[src/rtl/frame_pkg.sv]
// Shared types and constants for the frame transmitter.
package frame_pkg;

  localparam logic [31:0] SYNC_WORD = 32'hABCDEFAB;
  localparam int unsigned SYNC_LEN  = 4;
  localparam int unsigned CNT_W     = 10;

  typedef enum logic [1:0] {
    IDLE,
    SYNC,
    PAYLOAD
  } state_e;

  // Selects sync byte idx, most significant byte first.
  function automatic logic [7:0] sync_byte(input logic [31:0] word, input logic [1:0] idx);
    return word[{2'd3 - idx, 3'b000} +: 8];
  endfunction

endpackage

[src/rtl/frame_byte_counter.sv]
// Payload byte counter: clears on load, counts 0..limit-1 while enabled, flags the last count.
module frame_byte_counter
  import frame_pkg::*;
(
  input  logic             clk_i,
  input  logic             rst_n_i,
  input  logic             load_i,
  input  logic             en_i,
  input  logic [CNT_W-1:0] limit_i,
  output logic             tc_o
);

  logic [CNT_W-1:0] cnt_q;

  assign tc_o = (cnt_q == limit_i - CNT_W'(1));

  // Returns to zero on terminal count so the value never exceeds limit-1.
  always_ff @(posedge clk_i) begin
    if (!rst_n_i || load_i) begin
      cnt_q <= '0;
    end else if (en_i) begin
      cnt_q <= tc_o ? '0 : cnt_q + CNT_W'(1);
    end
  end

endmodule

[src/rtl/frame_transmitter.sv]
// Frame transmitter: 4-byte sync word followed by n*4 payload bytes on a registered byte stream.
// Optional FRAME_TX_UNDERRUN_CNT_EN adds a saturating missing-byte counter output.
module frame_transmitter
  import frame_pkg::*;
#(
  parameter logic [31:0] SEQUENCE  = SYNC_WORD,
  parameter logic [7:0]  IDLE_BYTE = 8'h00
) (
  input  logic       clk,
  input  logic       rst,
  input  logic       start,
  input  logic [7:0] n,
  input  logic [7:0] din,
  input  logic       din_valid,
  output logic       din_ready,
  output logic [7:0] out,
  output logic       out_valid,
  output logic       busy,
  output logic       done,
  output logic       underrun
`ifdef FRAME_TX_UNDERRUN_CNT_EN
  ,
  output logic [7:0] underrun_cnt
`endif
);

  state_e     state_q;
  logic [7:0] n_q;
  logic [1:0] sync_idx_q;
  logic [7:0] out_q;
  logic       out_valid_q;
  logic       busy_q;
  logic       done_q;
  logic       underrun_q;
  logic       din_ready_q;
  logic       tc;
  logic       accept;
  logic       last_sync;
  logic       miss;

  assign last_sync = (state_q == SYNC) && (sync_idx_q == 2'(SYNC_LEN - 1));
  assign miss      = (state_q == PAYLOAD) && !din_valid;
  // A new frame is taken from idle or on the final payload cycle (back-to-back).
  assign accept    = start && (n != 8'd0) &&
                     ((state_q == IDLE) || ((state_q == PAYLOAD) && tc));

  frame_byte_counter u_byte_cnt (
    .clk_i   (clk),
    .rst_n_i (rst),
    .load_i  (state_q != PAYLOAD),
    .en_i    (state_q == PAYLOAD),
    .limit_i ({n_q, 2'b00}),
    .tc_o    (tc)
  );

  always_ff @(posedge clk) begin
    if (!rst) begin
      state_q     <= IDLE;
      n_q         <= '0;
      sync_idx_q  <= '0;
      out_q       <= IDLE_BYTE;
      out_valid_q <= 1'b0;
      busy_q      <= 1'b0;
      done_q      <= 1'b0;
      underrun_q  <= 1'b0;
      din_ready_q <= 1'b0;
    end else begin
      out_q       <= IDLE_BYTE;
      out_valid_q <= 1'b0;
      busy_q      <= 1'b0;
      done_q      <= 1'b0;
      din_ready_q <= 1'b0;
      // A miss on the last byte of a frame stays visible even if the next frame starts.
      if (miss) begin
        underrun_q <= 1'b1;
      end else if (accept) begin
        underrun_q <= 1'b0;
      end
      case (state_q)
        SYNC: begin
          out_q       <= sync_byte(SEQUENCE, sync_idx_q);
          out_valid_q <= 1'b1;
          busy_q      <= 1'b1;
          sync_idx_q  <= sync_idx_q + 2'd1;
          if (last_sync) begin
            state_q     <= PAYLOAD;
            din_ready_q <= 1'b1;
          end
        end
        PAYLOAD: begin
          out_q       <= din_valid ? din : IDLE_BYTE;
          out_valid_q <= 1'b1;
          busy_q      <= 1'b1;
          din_ready_q <= !tc;
          if (tc) begin
            done_q  <= 1'b1;
            state_q <= IDLE;
          end
        end
        default: state_q <= IDLE;
      endcase
      if (accept) begin
        state_q    <= SYNC;
        n_q        <= n;
        sync_idx_q <= '0;
      end
    end
  end

  assign out       = out_q;
  assign out_valid = out_valid_q;
  assign busy      = busy_q;
  assign done      = done_q;
  assign underrun  = underrun_q;
  assign din_ready = din_ready_q;

`ifdef FRAME_TX_UNDERRUN_CNT_EN
  logic [7:0] underrun_cnt_q;

  always_ff @(posedge clk) begin
    if (!rst) begin
      underrun_cnt_q <= '0;
    end else if (miss && (underrun_cnt_q != 8'hFF)) begin
      underrun_cnt_q <= underrun_cnt_q + 8'd1;
    end
  end

  assign underrun_cnt = underrun_cnt_q;
`endif

endmodule
[config.mk]
export PLATFORM = sky130hd
export DESIGN_NAME = frame_transmitter
export DESIGN_NICKNAME = d
export VERILOG_FILES = /design/src/rtl/frame_pkg.sv /design/src/rtl/frame_byte_counter.sv /design/src/rtl/frame_transmitter.sv
export SDC_FILE = /design/constraint.sdc
export NUM_CORES = 1
export LEC_CHECK = 0
export ABC_AREA = 1
export BUFFER_PORTS_ARGS = -buffer_cell sky130_fd_sc_hd__clkbuf_2
export CAP_MARGIN = 20
export CORE_MARGIN = 2
export CORE_UTILIZATION = 30
export CTS_CLUSTER_DIAMETER = 40
export CTS_CLUSTER_SIZE = 40
export DETAILED_ROUTE_END_ITERATION = 10
export GPL_ROUTABILITY_DRIVEN = 0
export PLACE_DENSITY = 0.6
export SYNTH_ARGS = -nofsm -noshare
export SYNTH_HDL_FRONTEND = slang
export SYNTH_HIERARCHICAL = 1
export SYNTH_SLANG_ARGS = --single-unit
[constraint.sdc]
create_clock -name clk -period 1.8 [get_ports clk]
set_input_delay 0.18 -clock clk [delete_from_list [all_inputs] [get_ports clk]]
set_output_delay 0.18 -clock clk [all_outputs]
set_load 0.05 [all_outputs]
# Yosys cells after proc, flatten, opt, wreduce, memory -nomap -nowiden
# Cells that the tools add are included.
# Widths: inputs -> output; s select.
[op_classes] n_reduce_logical=18 bitwise=1 n_eq_ne=9 muxes=13 add_sub_neg=4 shift=1
[ops] operator="$shiftx 32x6->8 const A" count=1
[ops] operator="$pmux 8 s2" count=1
[ops] operator="$add 10x1->10 const B" count=1
[ops] operator="$eq 10x10->1" count=1
[ops] operator="$mux 10" count=1
[ops] operator="$sub 10x1->10 const B" count=1
[ops] operator="$mux 8" count=1
[ops] operator="$reduce_bool 8->1" count=1
[ops] operator="$mux 1" count=6
[ops] operator="$ne 2x2->1 const B" count=3
[ops] operator="$ne 3x3->1 const B" count=2
[ops] operator="$reduce_and 2->1" count=3
[ops] operator="$logic_and 1x1->1" count=5
[ops] operator="$eq 2x2->1 const B" count=2
[ops] operator="$mux 2" count=2
[ops] operator="$pmux 2 s2" count=1
[ops] operator="$reduce_or 2->1" count=2
[ops] operator="$logic_not 1->1" count=3
[ops] operator="$add 2x1->2 const B" count=1
[ops] operator="$eq 2x1->1 const B" count=1
[ops] operator="$logic_not 2->1" count=1
[ops] operator="$logic_or 1x1->1" count=2
[ops] operator="$pmux 1 s2" count=1
[ops] operator="$reduce_bool 2->1" count=1
[ops] operator="2 further kinds" count=2
[totals] input_bits=20 register_bits=34 output_inout_bits=13

# Depth between registers and ports, before layout
# Gate-level depths: netlist of the first run.
[depth] depth_word=7 mapped_depth=19 ltp_nobuf=19

# Modules after synthesis
# The synthesis of the first run kept the hierarchy.
[modules_own_cells] mod="frame_byte_counter" area_each_um2=1058.5 instances=1 cells_per_inst=191
[modules_own_cells] mod="frame_transmitter" area_each_um2=1033.5 instances=1 cells_per_inst=141

# Least setup slack after synthesis of the first run
# No wires, ideal clock.
[synth_path] kind="reg-to-reg" from="register n_q[0]" to="register sync_idx_q[0]" slack_ns=0.031 setup_time_ns=0.116 arrival_time_ns=1.653 stages_incl_launch_ff=17 n_path_buf=0 synth_period_minus_slack_ns=1.769 path_cell_list="dfxtp_1 > nor2_2 > nand2_2 > nor2_4 > inv_1 > nand2_1 > nand3_1 > nor2_1 > nand3_1 > inv_1 > nand2_1 > nand2_1 > nand2_1 > inv_2 > nand2_2 > nand2_2 > nor2_1"
[synth_between] elab_chain_len=6
[synth_rtl] item="start: declaration" line="frame_transmitter.sv:28" source="logic [7:0] n_q;"
[synth_rtl] item="start signal: assignment" line="frame_transmitter.sv:104" source="n_q <= n;"
[synth_rtl] item="$sub 10x1->10" line="frame_byte_counter.sv:15" source="assign tc_o = (cnt_q == limit_i - CNT_W'(1));"
[synth_rtl] item="$eq 10x10->1" line="frame_byte_counter.sv:15"
[synth_rtl] item="via tc" line="frame_transmitter.sv:36" source="logic tc;"
[synth_rtl] item="$logic_and 1x1->1" line="frame_transmitter.sv:45" source="((state_q == IDLE) || ((state_q == PAYLOAD) && tc));"
[synth_rtl] item="$logic_or 1x1->1" line="frame_transmitter.sv:45"
[synth_rtl] item="$logic_and 1x1->1" line="frame_transmitter.sv:44" source="assign accept = start && (n != 8'd0) &&"
[synth_rtl] item="$reduce_or 2->1 (no line)"
[synth_rtl] item="end signal: assignment" line="frame_transmitter.sv:84" source="sync_idx_q <= sync_idx_q + 2'd1;"
[synth_rtl] item="end: declaration" line="frame_transmitter.sv:29" source="logic [1:0] sync_idx_q;"
# The timed path passes the listed nets, and every way through them passes these cells.
# A chain may end at the register's enable or synchronous reset.

# Worst setup path after layout of the first run
[layout_path] from="register n_q[0]" to="register n_q[4]"
[layout_between] elab_chain_len=5
[layout_rtl] item="$sub 10x1->10" line="frame_byte_counter.sv:15"
[layout_rtl] item="$eq 10x10->1" line="frame_byte_counter.sv:15"
[layout_rtl] item="via tc" line="frame_transmitter.sv:36"
[layout_rtl] item="$logic_and 1x1->1" line="frame_transmitter.sv:45"
[layout_rtl] item="$logic_or 1x1->1" line="frame_transmitter.sv:45"
[layout_rtl] item="$logic_and 1x1->1" line="frame_transmitter.sv:44"
# The timed path passes the listed nets, and every way through them passes these cells.

==> results of run 1 <==
## through the flow
| step | power, mW | hold slack [ns] |
|---|---|---|
| 2_1_floorplan | 1.027 | 0.3115 |
| 3_3_place_gp | 1.121 | 0.4265 |
| 3_5_place_dp | 1.124 | 0.4340 |
| 4_1_cts | 1.895 | 0.1150 |
| 5_1_grt | 2.030 | 0.1295 |
| 6_report | 1.923 | 0.1216 |
## routing by layer
layer | track usage, % | share of wire (%) | up-vias
met1 | 16.20 | 46 | 964
li1 | - | - | 1162
met4 | 5.175 | 1.9 | 0
met3 | 2.938 | 3.7 | 8
met5 | 0 | 0 | -
met2 | 23.07 | 49 | 47
## registers in the layout, indices dropped and copies added, names as in the netlist
name              flops
u_byte_cnt/cnt_q     10
n_q                   8
out                   8
state_q               2
sync_idx_q            2
busy                  1
din_ready             1
done                  1
underrun              1
## cell type report
class                           instances  area share (%)
Clock buffer                            5           2.390
Clock inverter                          3           1.565
Inverter                               58           7.736
Multi-Input combinational cell        239           45.02
Sequential cell                        34           24.08
Tap cell                               80           3.477
Timing Repair Buffer                   69           15.47
Timing Repair inverter                  1          0.2608
## tightest hold or removal path: cells and delay by family
kind	cells	cell delay, ns
buffers and inverters	1	0.08
AND/OR/NAND/NOR	2	0.11
## worst min path at each step
stage / endpoint / cells past startpoint / slack, ns / startpoint
after floorplan: state_q[0] / 2 / 0.31 / rst
after global placement: out[4] / 3 / 0.43 / din[4]
after detailed placement: out[4] / 3 / 0.43 / din[4]
after CTS: out[4] / 3 / 0.12 / din[4]
after global routing: out[4] / 3 / 0.13 / din[4]
final: out[4] / 3 / 0.12 / din[4]
## power by group through the flow
stage / Combinational (mW) / Clock (mW) / Sequential (mW)
detailed placement: 0.311 / 0 / 0.813
finish: 0.401 / 0.724 / 0.798
global placement: 0.309 / 0 / 0.813
global route: 0.448 / 0.780 / 0.802
CTS: 0.351 / 0.748 / 0.796
floorplan: 0.208 / 0 / 0.820
## cells in the final DEF, fill, tap and decap left out, drive strengths merged
cell / instances
a211oi: 1
a21oi: 12
and3: 1
buf: 37
bufinv: 1
clkbuf: 37
clkinvlp: 3
conb: 4
dfxtp: 34
ha: 7
inv: 58
nand2: 92
nand3: 35
nand3b: 2
nand4: 3
nor2: 61
nor3: 4
nor3b: 2
o21ai: 4
or2: 2
xnor2: 3
xor2: 6
## cell families (layout without fill, tap and decap cells)
group	count (synthesis)	in the layout	share of synthesized area, %
XOR/XNOR	9	9	3.768
flip-flops	34	34	32.54
AND/OR/NAND/NOR	202	202	43.60
AO/OA/AOI/OAI	17	17	4.366
adder cells (fa/ha/maj)	7	7	4.186
buffers and inverters	62	136	11.36
other	1	4	0.1793
## what timing repair did
| item | in CTS | in global routing |
|---|---|---|
| gates cloned | 1 | 0 |
| setup buffers | 11 | 3 |
| resized for setup | 12 | 34 |
| pin swaps | 9 | 15 |
| setup endpoints to repair | 13 | 22 |
==> tab_implementation.tex, run 1 <==
\begin{tabular}{lr}
\hline
Metric & Value \\
\hline
\multicolumn{2}{l}{\textbf{Clocking}} \\
CTS Hold Buffers Added & 0 \\
Root buffer cell & sky130\_fd\_sc\_hd\_\_clkbuf\_8 \\
Maximum root-to-sink buffer count & 2 \\
Max H-tree Level & 2 \\
Clock-pin slew of the registers on the worst-case setup and hold paths & about 0.08 ns \\
Number of buffers created by CTS & 5 \\
TritonCTS clock tree & done \\
Number of sinks handled by clock tree synthesis & 34 \\
Insertion delay of the later-clocked pin in the worst-skew pair & between 0.2 and 0.3 ns \\
\multicolumn{2}{l}{\textbf{Setup path}} \\
Launching element type of the critical path & flip-flop \\
Critical path, cell by cell & nor2\_4 > nand2\_4 > nor2\_4 > buf\_4 > nand3b\_1 > nand2\_2 > nor2\_4 > nand3\_2 > inv\_2 > nand2\_2 > nand2\_2 > nand2\_4 > clkinvlp\_4 > nand3\_1 > nand2\_1 > nor2\_1 \\
Biggest cell delay along the critical path & $\sim$0.37 ns \\
Cell with the biggest individual delay on the critical path & sky130\_fd\_sc\_hd\_\_dfxtp\_4 \\
Buffers plus inverters on the worst setup path & 3 \\
Worst reg-to-reg setup slack & -0.1 ns \\
Stages on the worst setup path & 16 \\
Setup crit end & n\_q[4] \\
Cell class contributing the biggest share of worst-path delay & simple AND/OR/NAND/NOR gates \\
Launch point of the worst path & n\_q[0] \\
Worst flop-to-flop path startpoint & n\_q[0] \\
Required time reported for the critical path endpoint & 2.04 ns \\
End of the worst register-to-register path & n\_q[4] \\
Worst setup path category & flip-flop to flip-flop \\
Critical path capture point type & flip-flop \\
Count of cells along the worst register-to-register path & 16 \\
Arrival time of the worst setup path & 2.13 ns \\
Maximum fanout along the worst path & 5 \\
\multicolumn{2}{l}{\textbf{Layout}} \\
Share of final-layout standard cells stronger than drive strength 1 & between 30\% and 40\% \\
Register cell area after layout & $\sim$690 µm² \\
Total area of multi-input combinational cells & roughly 1300 µm² \\
Number of non-filler instances in the completed layout & between 400 and 500 \\
Net total in the final layout & roughly 440 \\
Area delta synth->final & 37.62\% \\
ANT cells & 0 \\
Fin util & 42.61\% \\
Layout fillers & 697 \\
Area of all placed cells without fillers & $\sim$2900 µm² \\
\multicolumn{2}{l}{\textbf{Routing}} \\
Drc violations & 0 \\
DRT Wirelength & $\sim$5000 µm \\
Via count & roughly 2200 \\
1st-pass router iterations & 5 \\
DRC marker count from the first detailed-route iteration & between 80 and 90 \\
Antenna Nets Post-Route & 0 \\
Wire length per cell & 10.22 µm \\
Vias per std cell & 4.460 \\
\multicolumn{2}{l}{\textbf{Synthesis}} \\
Largest area contributor in the synthesized netlist & sky130\_fd\_sc\_hd\_\_dfxtp\_1 \\
Most frequent cells after synthesis & sky130\_fd\_sc\_hd\_\_nand2\_1, sky130\_fd\_sc\_hd\_\_inv\_1, sky130\_fd\_sc\_hd\_\_nor2\_1, sky130\_fd\_sc\_hd\_\_dfxtp\_1, sky130\_fd\_sc\_hd\_\_nand3\_1 \\
Cell types occupying the most area after synthesis & sky130\_fd\_sc\_hd\_\_dfxtp\_1, sky130\_fd\_sc\_hd\_\_nand2\_1, sky130\_fd\_sc\_hd\_\_inv\_1, sky130\_fd\_sc\_hd\_\_nor2\_1, sky130\_fd\_sc\_hd\_\_nand3\_1 \\
Share of flip-flops with an asynchronous set or reset & 0\% \\
Number of synthesized flops with an enable pin & 0 \\
Distinct cells, synth & 30 \\
Top flip-flop cell by instance count after synthesis & sky130\_fd\_sc\_hd\_\_dfxtp\_1 \\
Sequential share of the synthesized area & between 30\% and 40\% \\
Most used standard cell by instance count after synthesis & sky130\_fd\_sc\_hd\_\_nand2\_1 \\
Top-area cell type share of the netlist area & between 30\% and 40\% \\
Average cell area after synthesis & between 6 and 7 µm² \\
Count of synthesis-stage warnings from yosys & 6 \\
Cell count after synthesis & $\sim$330 \\
Total of flip-flops plus latches after synthesis & 34 \\
Cell area after technology mapping & roughly 2100 µm² \\
\multicolumn{2}{l}{\textbf{STA}} \\
Final Hold Vio Count & 0 \\
Setup clock skew after layout & about 0.0063 ns \\
Setup WS post-layout & -0.09722 ns \\
Crit path time final & between 1.5 and 2 ns \\
Setup repair after global routing missed its margin & true \\
Finish-stage setup viols & 20 \\
Part of the cycle the worst path needs & 105.4\% \\
Setup TNS & -1.059 ns \\
Number of max-slew violations in the final report & 0 \\
Highest Clock Rate & around 530 MHz \\
\multicolumn{2}{l}{\textbf{Global route}} \\
Global-route wire length before repair & $\sim$8200 µm \\
Vias in the first global route & approximately 2000 \\
Overall global routing resource usage & 13.39\% \\
Maximum number of pins on one net before global-route repair & 15 \\
GR Overflow Total & 0 \\
Number of antenna violations at the first check in global routing & 0 \\
\multicolumn{2}{l}{\textbf{Pwr}} \\
Internal power component & around 1.4 mW \\
Highest ir drop seen on vdd & approximately 480 µV \\
Clock network power share & a little under two fifths \\
Seq pwr share & between 40\% and 50\% \\
Logic gate share of total power & a little over a fifth \\
Switching Power & between 0.5 and 0.6 mW \\
Leakage component of the power & between 1 and 1.5 nW \\
Cell area power density & 668.0 nW/µm² \\
Sw Ratio & $\sim$30\% \\
\multicolumn{2}{l}{\textbf{Floorplanning}} \\
Count of pins on the block boundary & 33 \\
Std cell rows & 30 \\
Starting density of the core & a little under a third \\
Die Height & 87.51 µm \\
Die outline area & approximately 7700 µm² \\
Std-Cell Core Area & just under 7000 µm² \\
Die X & around 90 µm \\
\multicolumn{2}{l}{\textbf{Place}} \\
Post-detailed-placement half-perimeter wirelength & about 3800 µm \\
Placed standard-cell area & around 2500 µm² \\
Buffers on Ports & 32 \\
Placed cell count & 468 \\
Minimum setup slack after placement & -0.2381 ns \\
\multicolumn{2}{l}{\textbf{Flow run}} \\
Max-Cap Viols & 0 \\
\multicolumn{2}{l}{\textbf{Status}} \\
Violations in the final reports & negative setup slack \\
Outcome & finished with violations \\
\multicolumn{2}{l}{\textbf{Min path}} \\
Worst min-delay path class & input pin to flip-flop \\
\hline
\end{tabular}
Note: power is estimated with default switching activity, not from simulation.
==> run 2, diff against run 1 <==
- ABC_AREA: 1 -> unset
- PLACE_DENSITY: 0.6 -> 0.61
==> run 2 against run 1 <==
Against the previous run:
- the run still ends with negative setup slack left
- global-route usage shrank 0.47 points
- non-clock buffer count shrank 8
- die area shrank 13%
- register-to-register slack lost 0.35 ns
- worst setup slack lost 0.35 ns
- clock skew shrank 0.00077 ns
- sequential power shrank 0.8%
- maximum frequency shrank 16%
- routed wire length shrank 19%
- cell area shrank 13%
- utilization shrank 0.20 points
- sequential cell count is the same
==> tab_implementation.tex, run 2 <==
\begin{tabular}{lr}
\hline
Metric & Value \\
\hline
\multicolumn{2}{l}{\textbf{Layout}} \\
Most frequent standard cell in the layout excluding fill and tap cells & sky130\_fd\_sc\_hd\_\_clkbuf\_2 \\
Total area of multi-input combinational cells & 1182 µm² (-8.8\%) \\
Register cell area after layout & 691.9 µm² (-0.18\%) \\
Number of flip-flops under the largest register name & 10 (unchanged) \\
Reg with most FFs & u\_byte\_cnt/cnt\_q \\
Layout fillers & 591 (-15\%) \\
Area delta synth->final & 37.78\% \\
Most used cells in the layout excluding fill and tap cells & sky130\_fd\_sc\_hd\_\_clkbuf\_2, sky130\_fd\_sc\_hd\_\_dfxtp\_1, sky130\_fd\_sc\_hd\_\_nand2\_1, sky130\_fd\_sc\_hd\_\_buf\_4, sky130\_fd\_sc\_hd\_\_nor2\_1 \\
Net total in the final layout & 294 (-32\%) \\
ANT cells & 0 (unchanged) \\
Area of all placed cells without fillers & 2496 µm² (-13\%) \\
Fin util & 42.41\% (-0.20 points) \\
Share of final-layout standard cells stronger than drive strength 1 & 36.33\% (+3.8 points) \\
\multicolumn{2}{l}{\textbf{Synthesis}} \\
Top-area cell type share of the netlist area & 37.57\% (+5.0 points) \\
Share of flip-flops with an asynchronous set or reset & 0\% (unchanged) \\
Fraction of the mapped netlist area in simple logic gates & 24.79\% (-19 points) \\
Area share of xor/xnor cells in the synthesized design & 8.218\% (+4.5 points) \\
Number of synthesized flops with an enable pin & 0 (unchanged) \\
Most frequent cells after synthesis & sky130\_fd\_sc\_hd\_\_dfxtp\_1, sky130\_fd\_sc\_hd\_\_nand2\_1, sky130\_fd\_sc\_hd\_\_nor2\_1, sky130\_fd\_sc\_hd\_\_a21oi\_1, sky130\_fd\_sc\_hd\_\_inv\_1 \\
Top flip-flop cell by instance count after synthesis & sky130\_fd\_sc\_hd\_\_dfxtp\_1 \\
Average cell area after synthesis & 8.969 µm² (+42\%) \\
Count of synthesis-stage warnings from yosys & 6 (unchanged) \\
Cell area after technology mapping & 1812 µm² (-13\%) \\
Combinational family with the most area after synthesis & simple AND/OR/NAND/NOR gates \\
Total of flip-flops plus latches after synthesis & 34 (unchanged) \\
Cell count after synthesis & 202 (-39\%) \\
Sequential share of the synthesized area & 37.57\% (+5.0 points) \\
Cell types occupying the most area after synthesis & sky130\_fd\_sc\_hd\_\_dfxtp\_1, sky130\_fd\_sc\_hd\_\_nand2\_1, sky130\_fd\_sc\_hd\_\_ha\_1, sky130\_fd\_sc\_hd\_\_mux2i\_1, sky130\_fd\_sc\_hd\_\_xnor2\_1 \\
Distinct cells, synth & 49 (+63\%) \\
Largest area contributor in the synthesized netlist & sky130\_fd\_sc\_hd\_\_dfxtp\_1 \\
Share of synthesized area spent on multiplexers & 4.420\% (+4.4 points) \\
Adder-cell share of the synthesized area & 4.834\% (+0.65 points) \\
Share of the synthesized area in compound gates (AO/OA/AOI/OAI) & 14.92\% (+11 points) \\
Most used standard cell by instance count after synthesis & sky130\_fd\_sc\_hd\_\_dfxtp\_1 \\
\multicolumn{2}{l}{\textbf{Global route}} \\
GR Overflow Total & 0 (unchanged) \\
Maximum number of pins on one net before global-route repair & 19 (+4) \\
Overall global routing resource usage & 12.91\% (-0.47 points) \\
Vias in the first global route & 1506 (-25\%) \\
Number of antenna violations at the first check in global routing & 0 (unchanged) \\
Global-route wire length before repair & 6713 µm (-19\%) \\
\multicolumn{2}{l}{\textbf{Routing}} \\
Wire length per cell & 11.89 µm (+16\%) \\
Vias per std cell & 4.523 (+1.4\%) \\
DRC marker count from the first detailed-route iteration & 41 (-53\%) \\
Drc violations & 0 (unchanged) \\
DRT Wirelength & 4066 µm (-19\%) \\
Antenna Nets Post-Route & 0 (unchanged) \\
1st-pass router iterations & 4 (-1) \\
Via count & 1547 (-29\%) \\
\multicolumn{2}{l}{\textbf{STA}} \\
Setup repair after global routing missed its margin & true \\
Finish-stage setup viols & 24 (+20\%) \\
Part of the cycle the worst path needs & 124.8\% (+19 points) \\
Setup WS post-layout & -0.4460 ns (-0.3488 ns) \\
Number of max-slew violations in the final report & 0 (unchanged) \\
Final Hold Vio Count & 0 (unchanged) \\
Highest Clock Rate & 445.2 MHz (-16\%) \\
Crit path time final & 2.246 ns (+0.3488 ns) \\
Setup clock skew after layout & 0.005503 ns (-0.0007679 ns) \\
\multicolumn{2}{l}{\textbf{Setup path}} \\
Launch point of the worst path & n\_q[1] \\
Critical path capture point type & flip-flop \\
Worst flop-to-flop path startpoint & n\_q[1] \\
Maximum fanout along the worst path & 5 (unchanged) \\
Required time reported for the critical path endpoint & 1.97 ns (-0.07 ns) \\
Arrival time of the worst setup path & 2.42 ns (+0.29 ns) \\
Launching element type of the critical path & flip-flop \\
Worst setup path category & flip-flop to flip-flop \\
\multicolumn{2}{l}{\textbf{Floorplanning}} \\
Die Height & 81.71 µm (-6.6\%) \\
Count of pins on the block boundary & 33 (unchanged) \\
Die X & 81.71 µm (-6.6\%) \\
Die outline area & 6677 µm² (-13\%) \\
Starting density of the core & 30.78\% (-0.18 points) \\
Std-Cell Core Area & 5886 µm² (-13\%) \\
Std cell rows & 28 (-6.7\%) \\
\multicolumn{2}{l}{\textbf{Place}} \\
Placed standard-cell area & 2225 µm² (-12\%) \\
Buffers on Ports & 32 (unchanged) \\
Post-detailed-placement half-perimeter wirelength & 3038 µm (-19\%) \\
\multicolumn{2}{l}{\textbf{Clocking}} \\
Number of sinks handled by clock tree synthesis & 34 (unchanged) \\
Max H-tree Level & 2 (unchanged) \\
Maximum root-to-sink buffer count & 2 (unchanged) \\
Root buffer cell & sky130\_fd\_sc\_hd\_\_clkbuf\_8 \\
Clock-pin slew of the registers on the worst-case setup and hold paths & 0.07 ns (about the same) \\
CTS Hold Buffers Added & 0 (unchanged) \\
Number of buffers created by CTS & 5 (unchanged) \\
Insertion delay of the later-clocked pin in the worst-skew pair & 0.28 ns (about the same) \\
TritonCTS clock tree & done \\
\multicolumn{2}{l}{\textbf{Flow run}} \\
Max-Cap Viols & 0 (unchanged) \\
\multicolumn{2}{l}{\textbf{Status}} \\
Violations in the final reports & negative setup slack \\
Outcome & finished with violations \\
\multicolumn{2}{l}{\textbf{Min path}} \\
Worst min-delay path class & input pin to flip-flop \\
Startpoint of the lowest-slack hold path & din[4] \\
\multicolumn{2}{l}{\textbf{Pwr}} \\
Highest ir drop seen on vdd & 438.3 µV (-7.8\%) \\
Cell area power density & 644.9 nW/µm² (-3.5\%) \\
Power after layout & 1.610 mW (-16\%) \\
Leakage component of the power & 0.9929 nW (-32\%) \\
\hline
\end{tabular}
run 2: power by group:
group          switching (mW)  internal (mW)
registers              0.0224          0.770
logic                   0.158          0.139
clock network           0.261          0.259
run 2: per-layer routing:
metal / wire, µm / GRT usage (%)
met1: 1866 / 16.57
met2: 2050 / 21.56
met5: 0 / 0
met3: 98 / 2.967
met4: 50 / 4.000
run 2: area by class of cell:
type	instances	share of cell area, %
inverters	12	1.805
multi-input cells	153	47.37
clock buffers	5	2.757
flip-flops and latches	34	27.72
well taps	75	3.759
clock inverters	2	0.4010
repair buffers	61	16.19
run 2: cell families after synthesis:
logic type               count (synthesis)
AO/OA/AOI/OAI                           32
XOR/XNOR                                17
adder cells (fa/ha/maj)                  7
buffers and inverters                   21
flip-flops                              34
multiplexers                             8
other                                    1
AND/OR/NAND/NOR                         82
run 2: what timing repair did:
action	4_1_cts	5_1_grt
gates resized for setup	23	9
cloned	1	0
endpoints found under the setup margin	24	24
pin swaps	12	6
setup buffers	5	3
run 2: worst paths after layout:
check	cells after the start	slack, ns	end
setup / recovery	9	-0.45	underrun
hold reg to reg	2	0.51	n_q[6]
setup reg to reg	9	-0.45	underrun
hold / removal	2	0.12	out[4]
run 2: stage by stage:
step	hold WS (ns)	setup TNS [ns]	instances	setup WS (ns)
2_1_floorplan	0.2970	-4.598	208	-0.3525
3_3_place_gp	0.4006	-6.518	329	-0.3416
3_5_place_dp	0.4051	-8.326	329	-0.4669
4_1_cts	0.1053	-7.062	341	-0.3930
5_1_grt	0.1130	-10.73	342	-0.5352
6_report	0.1175	-8.762	342	-0.4460
run 2: worst max-delay path, cell delays in order, from the launching register on:
cell and delay, ns:
sky130_fd_sc_hd__dfxtp_4 0.37, sky130_fd_sc_hd__nor4_4 0.33, sky130_fd_sc_hd__a32oi_1 0.15, sky130_fd_sc_hd__a2111o_1 0.37, sky130_fd_sc_hd__nor3_4 0.26, sky130_fd_sc_hd__a21oi_2 0.10, sky130_fd_sc_hd__a211oi_4 0.21, sky130_fd_sc_hd__buf_4 0.16
sky130_fd_sc_hd__buf_6 0.12, sky130_fd_sc_hd__o32ai_2 0.06
